File: src/rtl/jtag_tap_pkg.sv
// Shared types and constants for the oversampled JTAG TAP responder:
// TAP state encodings, IR opcodes and the next-state/opcode-decode helpers.
package jtag_tap_pkg;

  localparam int unsigned IR_WIDTH = 4;

  localparam logic [IR_WIDTH-1:0] IR_IDCODE  = 4'b0010;
  localparam logic [IR_WIDTH-1:0] IR_DEBUG   = 4'b1000;
  localparam logic [IR_WIDTH-1:0] IR_BYPASS  = 4'b1111;
  localparam logic [IR_WIDTH-1:0] IR_CAPTURE = 4'b0101;

  typedef enum logic [3:0] {
    TAP_EXIT2_DR   = 4'h0,
    TAP_EXIT1_DR   = 4'h1,
    TAP_SHIFT_DR   = 4'h2,
    TAP_PAUSE_DR   = 4'h3,
    TAP_SEL_IR     = 4'h4,
    TAP_UPDATE_DR  = 4'h5,
    TAP_CAPTURE_DR = 4'h6,
    TAP_SEL_DR     = 4'h7,
    TAP_EXIT2_IR   = 4'h8,
    TAP_EXIT1_IR   = 4'h9,
    TAP_SHIFT_IR   = 4'hA,
    TAP_PAUSE_IR   = 4'hB,
    TAP_RTI        = 4'hC,
    TAP_UPDATE_IR  = 4'hD,
    TAP_CAPTURE_IR = 4'hE,
    TAP_TLR        = 4'hF
  } tap_state_t;

  typedef enum logic [1:0] {
    DR_BYPASS = 2'd0,
    DR_IDCODE = 2'd1,
    DR_DEBUG  = 2'd2
  } dr_sel_t;

  function automatic tap_state_t tap_next(input tap_state_t s, input logic tms);
    tap_state_t n;
    n = TAP_TLR;
    case (s)
      TAP_TLR:        n = tms ? TAP_TLR       : TAP_RTI;
      TAP_RTI:        n = tms ? TAP_SEL_DR    : TAP_RTI;
      TAP_SEL_DR:     n = tms ? TAP_SEL_IR    : TAP_CAPTURE_DR;
      TAP_CAPTURE_DR: n = tms ? TAP_EXIT1_DR  : TAP_SHIFT_DR;
      TAP_SHIFT_DR:   n = tms ? TAP_EXIT1_DR  : TAP_SHIFT_DR;
      TAP_EXIT1_DR:   n = tms ? TAP_UPDATE_DR : TAP_PAUSE_DR;
      TAP_PAUSE_DR:   n = tms ? TAP_EXIT2_DR  : TAP_PAUSE_DR;
      TAP_EXIT2_DR:   n = tms ? TAP_UPDATE_DR : TAP_SHIFT_DR;
      TAP_UPDATE_DR:  n = tms ? TAP_SEL_DR    : TAP_RTI;
      TAP_SEL_IR:     n = tms ? TAP_TLR       : TAP_CAPTURE_IR;
      TAP_CAPTURE_IR: n = tms ? TAP_EXIT1_IR  : TAP_SHIFT_IR;
      TAP_SHIFT_IR:   n = tms ? TAP_EXIT1_IR  : TAP_SHIFT_IR;
      TAP_EXIT1_IR:   n = tms ? TAP_UPDATE_IR : TAP_PAUSE_IR;
      TAP_PAUSE_IR:   n = tms ? TAP_EXIT2_IR  : TAP_PAUSE_IR;
      TAP_EXIT2_IR:   n = tms ? TAP_UPDATE_IR : TAP_SHIFT_IR;
      TAP_UPDATE_IR:  n = tms ? TAP_SEL_DR    : TAP_RTI;
      default:        n = TAP_TLR;
    endcase
    return n;
  endfunction

  // Unknown opcodes fall back to bypass so the chain length stays defined.
  function automatic dr_sel_t decode_ir(input logic [IR_WIDTH-1:0] ir);
    dr_sel_t sel;
    case (ir)
      IR_IDCODE: sel = DR_IDCODE;
      IR_DEBUG:  sel = DR_DEBUG;
      IR_BYPASS: sel = DR_BYPASS;
      default:   sel = DR_BYPASS;
    endcase
    return sel;
  endfunction

endpackage

File: src/rtl/jtag_tap_sampled_pin_sync.sv
// Synchronizes the JTAG pads into the system clock domain and derives
// single-cycle tck rise/fall events from the synchronized clock.
module jtag_pin_sync #(
  parameter int unsigned SYNC_STAGES = 2
) (
  input  logic clk,
  input  logic rst_n,
  input  logic tck,
  input  logic tms,
  input  logic tdi,
  output logic sync_tms,
  output logic sync_tdi,
  output logic rise,
  output logic fall
);

  // Index 0 is the pad-side stage; all three pins share one chain so tms/tdi
  // stay coherent with the tck edge they belong to.
  logic [SYNC_STAGES-1:0][2:0] chain;
  logic                        tck_d;
  logic                        sync_tck;

  always_ff @(posedge clk or negedge rst_n) begin
    if (!rst_n) begin
      chain <= '0;
      tck_d <= 1'b0;
    end else begin
      chain <= {chain[SYNC_STAGES-2:0], {tck, tms, tdi}};
      tck_d <= chain[SYNC_STAGES-1][2];
    end
  end

  assign sync_tck = chain[SYNC_STAGES-1][2];
  assign sync_tms = chain[SYNC_STAGES-1][1];
  assign sync_tdi = chain[SYNC_STAGES-1][0];
  assign rise     = sync_tck & ~tck_d;
  assign fall     = ~sync_tck & tck_d;

endmodule

File: src/rtl/jtag_tap_sampled.sv
// JTAG TAP responder clocked by wb_clk_i: 16-state TAP FSM, 4-bit IR,
// IDCODE/BYPASS data registers and a strobe interface to the debug chain.
module jtag_tap_sampled
  import jtag_tap_pkg::*;
#(
  parameter logic [31:0] IDCODE_VALUE = 32'h149511C3,
  parameter int unsigned SYNC_STAGES  = 2
) (
  input  logic wb_clk_i,
  input  logic wb_rst_n_i,
  input  logic tck_pad_i,
  input  logic tms_pad_i,
  input  logic tdi_pad_i,
  output logic tdo_pad_o,
  output logic tdo_oe_o,
  output logic test_logic_reset_o,
  output logic debug_select_o,
  output logic capture_dr_o,
  output logic shift_dr_o,
  output logic update_dr_o,
  output logic debug_tdi_o,
  input  logic debug_tdo_i
);

  logic tms;
  logic tdi;
  logic rise;
  logic fall;

  jtag_pin_sync #(
    .SYNC_STAGES(SYNC_STAGES)
  ) u_pin_sync (
    .clk      (wb_clk_i),
    .rst_n    (wb_rst_n_i),
    .tck      (tck_pad_i),
    .tms      (tms_pad_i),
    .tdi      (tdi_pad_i),
    .sync_tms (tms),
    .sync_tdi (tdi),
    .rise     (rise),
    .fall     (fall)
  );

  tap_state_t          state;
  tap_state_t          state_next;
  logic [IR_WIDTH-1:0] ir;
  logic [IR_WIDTH-1:0] ir_shift;
  logic [31:0]         idcode_dr;
  logic                bypass_dr;
  dr_sel_t             dr_sel;

  assign state_next = tap_next(state, tms);
  assign dr_sel     = decode_ir(ir);

  always_ff @(posedge wb_clk_i or negedge wb_rst_n_i) begin
    if (!wb_rst_n_i) begin
      state              <= TAP_TLR;
      ir                 <= IR_IDCODE;
      ir_shift           <= '0;
      idcode_dr          <= '0;
      bypass_dr          <= 1'b0;
      tdo_pad_o          <= 1'b0;
      tdo_oe_o           <= 1'b0;
      test_logic_reset_o <= 1'b1;
      debug_select_o     <= 1'b0;
      capture_dr_o       <= 1'b0;
      shift_dr_o         <= 1'b0;
      update_dr_o        <= 1'b0;
      debug_tdi_o        <= 1'b0;
    end else begin
      capture_dr_o <= 1'b0;
      shift_dr_o   <= 1'b0;
      update_dr_o  <= 1'b0;

      if (rise) begin
        state              <= state_next;
        test_logic_reset_o <= (state_next == TAP_TLR);

        case (state)
          TAP_CAPTURE_IR: ir_shift <= IR_CAPTURE;
          TAP_SHIFT_IR:   ir_shift <= {tdi, ir_shift[IR_WIDTH-1:1]};
          TAP_UPDATE_IR: begin
            ir             <= ir_shift;
            debug_select_o <= (ir_shift == IR_DEBUG);
          end
          TAP_CAPTURE_DR: begin
            case (dr_sel)
              DR_IDCODE: idcode_dr    <= IDCODE_VALUE;
              DR_DEBUG:  capture_dr_o <= 1'b1;
              default:   bypass_dr    <= 1'b0;
            endcase
          end
          TAP_SHIFT_DR: begin
            case (dr_sel)
              DR_IDCODE: idcode_dr <= {tdi, idcode_dr[31:1]};
              DR_DEBUG: begin
                shift_dr_o  <= 1'b1;
                debug_tdi_o <= tdi;
              end
              default:   bypass_dr <= tdi;
            endcase
          end
          TAP_UPDATE_DR: begin
            if (dr_sel == DR_DEBUG) update_dr_o <= 1'b1;
          end
          default: ;
        endcase

        // Clearing IR on entry (not just while resident) makes the five-tms=1
        // escape leave debug selection immediately.
        if (state_next == TAP_TLR) begin
          ir             <= IR_IDCODE;
          debug_select_o <= 1'b0;
        end
      end

      if (fall) begin
        tdo_oe_o <= (state == TAP_SHIFT_IR) || (state == TAP_SHIFT_DR);
        if (state == TAP_SHIFT_IR) begin
          tdo_pad_o <= ir_shift[0];
        end else if (state == TAP_SHIFT_DR) begin
          case (dr_sel)
            DR_IDCODE: tdo_pad_o <= idcode_dr[0];
            DR_DEBUG:  tdo_pad_o <= debug_tdo_i;
            default:   tdo_pad_o <= bypass_dr;
          endcase
        end
      end
    end
  end

endmodule

File: config.mk
export PLATFORM = sky130hd
export DESIGN_NAME = jtag_tap_sampled
export DESIGN_NICKNAME = d
export VERILOG_FILES = /design/src/rtl/jtag_tap_pkg.sv /design/src/rtl/jtag_tap_sampled_pin_sync.sv /design/src/rtl/jtag_tap_sampled.sv
export SDC_FILE = /design/constraint.sdc
export NUM_CORES = 1
export LEC_CHECK = 0
export CELL_PAD_IN_SITES_DETAIL_PLACEMENT = 0
export CELL_PAD_IN_SITES_GLOBAL_PLACEMENT = 2
export CORE_UTILIZATION = 41
export DETAILED_ROUTE_END_ITERATION = 16
export PLACE_DENSITY = 0.88
export REMOVE_ABC_BUFFERS = 1
export SLEW_MARGIN = 30
export SYNTH_ARGS = -nofsm -noshare
export SYNTH_HDL_FRONTEND = slang
export SYNTH_SLANG_ARGS = --single-unit
File: constraint.sdc
create_clock -name wb_clk_i -period 2.13 [get_ports wb_clk_i]
set_input_delay 0.426 -clock wb_clk_i [delete_from_list [all_inputs] [get_ports wb_clk_i]]
set_output_delay 0.426 -clock wb_clk_i [all_outputs]
set_load 0.02 [all_outputs]
==> impl_metrics.toml <==
[status]
outcome = "completed"

[clock_network]
cts_root_buffer = "clkbuf_8"
cts-resized-gates = 0
hold_buffers = 0
cts_inserted_buffers = 9
h-tree-depth = 3
clockBufferDepth = 2
cts_tree = "built"
clk_latency_ps = 330
cts.reportedPaths.clkPinSlew_ps = 70
cts_setup_buffers = 0
cts_sinks = 60

[sta]
layout_min_cycle_time_ps = 1863
slew_headroom_pct = 66.45
tns_ps = 0
worst_pin_slew_ps = 503.2
hold_viol_final = 0
drv_slew = 0
rsz0062_at_grt = "false"
setup_viol = 0
skew_ps = 9.155
max_freq_ghz = 0.5367
whs_ps = 37.87
fin_crit_sh_pct = 87.47

[pwr]
peakVddDrop_v = 0.0005028
p_int_uw = 2433
p_switching_uw = 982.6
sw_frac_of_total_pct = 28.77
power.leakage_uw = 0.001279
clock_power_share_pct = 32.4
power_density_mw_per_mm2 = 1204
p_seq_share_pct = 49.2
power_frac_comb_pct = 18.4

[logic_synthesis]
ys_ff_latch = 60
post_synth.cell_area_avg_um2 = 12.82
ys_types = 43
ys_warn_count = 0
synth_cells = 189
synth-seq-area-share_pct = 62.29
synth_edf_count = 0
ys.flop_type = "dfrtp_1"
synth_area_mm2 = 0.002422
ys_async_sr_fraction_pct = 100.0

[global_routing]
track_usage_pct = 17.35
gr-total-overflow = 0
grt_pass1_wl_mm = 7.969
grt_max_degree = 42
antenna_found_initial = 0
grt_pass1_vias = 1693

[critical_path]
end_kind = "output port"
critPathLaunch = "test_logic_reset_o"
crit_family = "buffers and inverters"
slowest_stage = "clkdlybuf4s50_1"
required_ps = 1700
crit_chain = "clkdlybuf4s50_1"
cp.arrival_ps = 1440
cp_num_buf_inv = 1
crit_path_max_fanout = 2
cp-start-kind = "flop"
reg2reg_from = "ir[0]"
critPathKind = "reg2out"
critPathMaxStageDelay_ps = 590

[drt]
drc_errors = 0
drt-total-wl_mm = 4.609
first_pass_iters = 4
avgRoutedWirePerCell_um = 16.29
drtIter0Drc = 89
ant_nets = 0
viasPerCell = 5.756
vias = 1629

[place]
port-buffer-count = 13
dp_hpwl_mm = 3.049
place.gp.congestion = 0.7220
place_area_mm2 = 0.002620

[layout]
synthToLayoutAreaGrowth_pct = 17.10
multiInputGateArea_um2 = 827.0
final_cell_area_mm2 = 0.002836
fill_cells = 519
final_nets = 214
ff_latch_area_mm2 = 0.001509
drive_gt1_share_pct = 14.69
diodes = 0

[die]
start_util_pct = 43.20
die_area_mm2 = 0.006220
num_rows = 27
coreArea_mm2 = 0.005608
die_w_um = 78.87
io-pin-count = 14
die_y_um = 78.87

[worst_hold_path]
hp-class = "in2async"

[run]
drv_cap = 0
-- cell usage after synthesis (3+ instances only) --
cell | n | area (um2)
buf_2 | 6 | 30.03
o31ai_1 | 3 | 22.52
inv_1 | 6 | 22.52
a21oi_1 | 4 | 20.02
a22o_1 | 23 | 201.4
buf_4 | 3 | 22.52
nand2b_1 | 3 | 18.77
dfrtp_1 | 54 | 1351
nand3_1 | 3 | 15.01
and3_1 | 4 | 25.02
nand2_1 | 8 | 30.03
o22a_1 | 12 | 105.1
o21ai_0 | 14 | 70.07
nor2_1 | 4 | 15.01
dfstp_2 | 6 | 157.7
-- layout make-up --
type	count	share of cell area, %
Clock inverter	5	2.647
Inverter	7	0.9263
Tap cell	72	3.176
Timing Repair Buffer	17	5.911
Clock buffer	11	4.985
Sequential cell	60	53.20
Multi-Input combinational cell	111	29.16
-- power groups by stage --
stage / combinational (uW) / clock (uW) / sequential [uW]
global route: 709 / 1190 / 1720
CTS: 638 / 1130 / 1680
global placement: 597 / 0 / 1680
floorplan: 448 / 0 / 1630
detailed placement: 636 / 0 / 1700
finish: 628 / 1110 / 1680
-- placed cells by master, fill, tap and decap left out, drive strengths merged, types with 3 or more instances in the layout --
master and n:
nand3 3, dfstp 6, o21ai 14, nand2 8, clkinv 3, nor2 4
o31ai 3, buf 5, nand2b 3, clkbuf 11, clkdlybuf4s50 12, and3 4
dfrtp 54, a22o 23, a21oi 4, o22a 12, inv 7
-- state kept, by name, indices dropped and copies added, names as in the netlist, 4 cells and up --
name and flops:
state 4, u_pin_sync.chain 4, ir_shift 4, ir 4, idcode_dr 32
-- per-layer routing --
metal  vias to the layer above  GRT usage (%)  routed length (um)
li1                        742              -                   -
met1                       838          20.68                2013
met2                        41          28.70                2359
met3                         8          3.793                 153
met4                         0          10.55                  82
met5                         -              0                   0
-- cells by family after synthesis --
family | count (synthesis) | synth area share (%)
DFF | 60 | 62.29
muxes | 3 | 1.343
buffers and inverters | 18 | 3.564
AOI/OAI and AO/OA | 64 | 20.61
and+or+nand+nor | 42 | 11.16
adders and majority gates | 2 | 1.033
-- per-stage QoR --
stage / utilization [%] / power (uW) / worst slack (ps) / std cells
after floorplan: - / 2080 / 410.2 / 178
after global placement: 46.72 / 2278 / 422.0 / 267
after detailed placement: 46.72 / 2337 / 356.2 / 267
after CTS: 50.58 / 3453 / 236.9 / 283
after global routing: 50.58 / 3627 / 169.8 / 283
final: 50.58 / 3415 / 266.8 / 283
-- final timing paths --
path	endpoint	slack, ps	cells past startpoint
min reg2reg	u_pin_sync.sync_tdi	350	0
min	ir[0]	40	1
max in group asynchronous	idcode_dr[25]	1530	2
min in group wb_clk_i	u_pin_sync.sync_tdi	350	0
max	test_logic_reset_o	270	1
max reg2reg	idcode_dr[8]	360	6
Power figures use the tool's default switching activity.
